===== src/rtl/bin2bcd_seq.sv =====
// Sequential binary-to-BCD converter (shift-and-add-3), one shift per clock.
// A start/busy/done handshake launches conversions; bcd/ovf change only when done pulses.
module bin2bcd_seq #(
    parameter int BIN_W  = 8,
    parameter int DIGITS = 3
) (
    input  logic                  clk,
    input  logic                  rst,
    input  logic                  start,
    input  logic [BIN_W-1:0]      bin,
    output logic                  busy,
    output logic                  done,
    output logic [4*DIGITS-1:0]   bcd,
    output logic                  ovf
);

    localparam int WORK_W = 4 * DIGITS;
    localparam int CNT_W  = $clog2(BIN_W + 1);

    typedef enum logic {
        IDLE  = 1'b0,
        SHIFT = 1'b1
    } state_t;

    state_t              r_state;
    logic [BIN_W-1:0]    r_bin;
    logic [WORK_W-1:0]   r_work;
    logic                r_sticky;
    logic [CNT_W-1:0]    r_cnt;
    logic                r_busy;
    logic                r_done;
    logic [WORK_W-1:0]   r_bcd;
    logic                r_ovf;

    logic [WORK_W-1:0]   w_adj;
    logic [WORK_W-1:0]   w_shifted;
    logic                w_out_bit;
    logic                w_last;
    logic                w_ovf_next;

    // Each digit is adjusted independently; >=5 keeps the result within 4 bits.
    generate
        for (genvar gi = 0; gi < DIGITS; gi++) begin : g_adj
            assign w_adj[4*gi +: 4] = (r_work[4*gi +: 4] >= 4'd5)
                                    ? (r_work[4*gi +: 4] + 4'd3)
                                    : r_work[4*gi +: 4];
        end
    endgenerate

    assign w_shifted  = {w_adj[WORK_W-2:0], r_bin[BIN_W-1]};
    assign w_out_bit  = w_adj[WORK_W-1];
    assign w_ovf_next = r_sticky | w_out_bit;
    assign w_last     = (r_cnt == CNT_W'(1));

    always_ff @(posedge clk) begin
        if (rst) begin
            r_state  <= IDLE;
            r_bin    <= '0;
            r_work   <= '0;
            r_sticky <= 1'b0;
            r_cnt    <= '0;
            r_busy   <= 1'b0;
            r_done   <= 1'b0;
            r_bcd    <= '0;
            r_ovf    <= 1'b0;
        end else begin
            r_done <= 1'b0;
            case (r_state)
                IDLE: begin
                    if (start) begin
                        r_bin    <= bin;
                        r_work   <= '0;
                        r_sticky <= 1'b0;
                        r_cnt    <= CNT_W'(BIN_W);
                        r_busy   <= 1'b1;
                        r_state  <= SHIFT;
                    end
                end
                SHIFT: begin
                    r_work   <= w_shifted;
                    r_bin    <= r_bin << 1;
                    r_sticky <= w_ovf_next;
                    r_cnt    <= r_cnt - 1'b1;
                    // Final shift publishes the post-shift value directly.
                    if (w_last) begin
                        r_bcd   <= w_shifted;
                        r_ovf   <= w_ovf_next;
                        r_done  <= 1'b1;
                        r_busy  <= 1'b0;
                        r_state <= IDLE;
                    end
                end
                default: r_state <= IDLE;
            endcase
        end
    end

    assign busy = r_busy;
    assign done = r_done;
    assign bcd  = r_bcd;
    assign ovf  = r_ovf;

endmodule

===== config.mk =====
export PLATFORM = sky130hd
export DESIGN_NAME = bin2bcd_seq
export DESIGN_NICKNAME = d
export VERILOG_FILES = /design/src/rtl/bin2bcd_seq.sv
export SDC_FILE = /design/constraint.sdc
export NUM_CORES = 1
export LEC_CHECK = 0
export ABC_AREA = 1
export CAP_MARGIN = 25
export CORE_ASPECT_RATIO = 1.5
export CORE_MARGIN = 8
export CORE_UTILIZATION = 53
export CTS_CLUSTER_SIZE = 28
export DETAILED_ROUTE_END_ITERATION = 8
export GPL_TIMING_DRIVEN = 0
export PLACE_DENSITY = 0.78
export SKIP_LAST_GASP = 1
export SLEW_MARGIN = 20
export SYNTH_ARGS = -nofsm -noshare
export SYNTH_HDL_FRONTEND = slang
export SYNTH_SLANG_ARGS = --single-unit

===== constraint.sdc =====
create_clock -name clk -period 1.5 [get_ports clk]
set_clock_uncertainty 0.05 [all_clocks]
set_input_delay 0.375 -clock clk [delete_from_list [all_inputs] [get_ports clk]]
set_output_delay 0.375 -clock clk [all_outputs]
set_load 0.02 [all_outputs]

==> flow_summary.json <==
{
  "ys_warn_count": 0,
  "num_vias": 1717,
  "cts_buffers": 5,
  "crit_family": "flip-flops",
  "gp_congestion": 0.851,
  "relSlewSlack_pct": 67.8,
  "io_buffers": 24,
  "ys_types": 22,
  "ant_nets": 0,
  "worst_setup_path_end_kind": "primary output",
  "finalCritPeriodShare_pct": 93.6,
  "areaGrowthSynthToFinish_pct": 22.6,
  "root_buffer": "clkbuf_8",
  "num_antenna_cells": 0,
  "grt_pass1_wl_um": 7010,
  "instances_no_fill": 337,
  "clk_pin_slew_ns": 0.08,
  "avgSynthCellArea_um2": 7.11,
  "ir_drop_uv": 756,
  "start_kind": "register",
  "drcViolationCount": 0,
  "synth-xor-area-share_pct": 0,
  "first_pass_iters": 6,
  "hold_viol": 0,
  "crit_fanout": 2,
  "fmax_ghz": 0.712,
  "row_count": 26,
  "ys_seq_area_share_pct": 43.9,
  "worst_path_max_delay_cell": "dfxtp_1",
  "mostFrequentLayoutCells": "nand2_1 (91), dfxtp_1 (38), nand3_1 (27), inv_1 (26), a21oi_1 (19)",
  "synth-simple-area-share_pct": 32.1,
  "cpPeakStageDelay_ns": 0.34,
  "syn_inst": 263,
  "drive_above_1_share_pct": 10.5,
  "crit_arrival_ns": 0.98,
  "cts_tree": "built",
  "setup_viol": 0,
  "dieArea_um2": 5720,
  "initial_core_util_pct": 55.3,
  "n_fill_cell": 294,
  "synth.area.mux_share_pct": 0,
  "cellLeakagePower_nw": 1.15,
  "core_area_um2": 3380,
  "final_nets": 313,
  "drv_cap": 0,
  "clk_latency_ns": 0.30,
  "cts_hold_buffers": 0,
  "drt_iter0_drc": 45,
  "cts_max_path_buffers": 2,
  "grtUsageTotal_pct": 15.2,
  "drt-total-wl_um": 3990,
  "h-tree-depth": 2,
  "min_path_type": "in2reg",
  "synth.cell_area_um2": 1870,
  "path_cells": "dlygate4sd2_1",
  "dpl.hpwl_um": 2930,
  "synth-compound-area-share_pct": 9.77,
  "crit_type": "reg2out",
  "worst-path-buf-inv": 1,
  "grt_antenna_before_repair": 0,
  "wl_per_cell_um": 11.8,
  "grt_pass1_vias": 1672,
  "tns_ns": 0,
  "dieWidth_um": 64.5,
  "final_common_cell": "nand2_1",
  "synth_top_family_by_area": "simple AND/OR/NAND/NOR gates",
  "status": "finished, final reports clean",
  "die-height_um": 88.7,
  "ys_seq_elements": 41,
  "via_per_inst": 5.09,
  "power_density_nw_per_um2": 977,
  "synth_fa_ha_area_share_pct": 5.35,
  "gr-total-overflow": 0,
  "cts_sinks": 41,
  "slew_viol_final": 0,
  "rsz0062_at_grt": "no",
  "cp.required_ns": 1.07,
  "synth.net_count": 282,
  "postCtsSetupRepairBufs": 0,
  "grt_max_degree": 13,
  "ioPinCount": 26,
  "placedCellCount": 329,
  "tightest_slew_ns": 0.483,
  "finalCriticalPeriod_ns": 1.40
}
-- metrics by stage --
| step | hold WS (ns) | util [%] | total power, mW | area (µm²) | setup slack [ns] |
|---|---|---|---|---|---|
| 5_1_grt | 0.372 | 67.8 | 2.33 | 2290 | 0.0147 |
| 4_1_cts | 0.360 | 66.8 | 2.26 | 2260 | 0.0296 |
| 2_1_floorplan | 0.378 | - | 1.28 | 1870 | 0.239 |
| 6_report | 0.368 | 67.8 | 2.24 | 2290 | 0.0954 |
| 3_5_place_dp | 0.384 | 63.9 | 1.35 | 2160 | -0.223 |
| 3_3_place_gp | 0.381 | 63.9 | 1.35 | 2160 | -0.210 |
-- logic make-up after synthesis --
logic type      count (synthesis)
flops                          41
fa+ha+maj                       8
simple gates                  140
compound gates                 34
buf+inv                        40
-- state kept, by name (all words and copies together) (netlist names), 4 cells and up --
signal  cells
r_bin       8
r_work     12
bcd        12
r_cnt       4
-- power by group --
part,leakage (nW),internal [mW],switching [mW]
clock,0.0585,0.542,0.373
combinational,0.754,0.0729,0.113
sequential,0.334,1.12,0.0210
total,1.15,1.73,0.508
-- cell usage after synthesis, drive strengths merged --
| cell | instances | area [µm²] |
|---|---|---|
| a211oi | 1 | 7.51 |
| a21oi | 19 | 95.1 |
| a22oi | 4 | 30.0 |
| buf | 5 | 33.8 |
| clkbuf | 3 | 11.3 |
| dfxtp | 41 | 821 |
| ha | 8 | 100 |
| inv | 32 | 120 |
| nand2 | 94 | 353 |
| nand3 | 30 | 155 |
| nand4 | 6 | 37.5 |
| nor2 | 8 | 42.5 |
| nor2b | 1 | 6.26 |
| o21ai | 10 | 50.0 |
| or2 | 1 | 6.26 |
-- layout make-up --
| class | instances | area, µm² | area share [%] |
|---|---|---|---|
| tap | 42 | 52.6 | 2.29 |
| buffer | 8 | 47.5 | 2.07 |
| inverter | 32 | 120 | 5.24 |
| clock inverter | 1 | 30.0 | 1.31 |
| clock buffer | 7 | 86.3 | 3.77 |
| sequential | 41 | 825 | 36.0 |
| timing repair buffer | 24 | 221 | 9.66 |
| multi-input combinational | 182 | 910 | 39.7 |
-- metal layers --
layer  vias to the layer above  wire length (µm)  track usage [%]
met1                       765              1730             15.3
met5                         -                 0                0
met2                        40              2010             27.9
met3                         6               180             4.56
li1                        906                 -                -
met4                         0                70             6.97
-- repair_timing --
item / in CTS / in global routing
gates cloned: 0 / 0
hold endpoints to repair: 0 / 0
endpoints found under the setup margin: 15 / 23
resized for setup: 15 / 12
-- final timing paths --
check        startpoint         to  slack, ns  cells past startpoint
max reg2reg   r_work[8]   r_sticky       0.17                      8
min                 rst  r_work[2]       0.37                      2
min reg2reg      bcd[0]     bcd[0]       0.39                      2
max              bcd[4]     bcd[4]        0.1                      1
(Power assumes the default switching activity.)
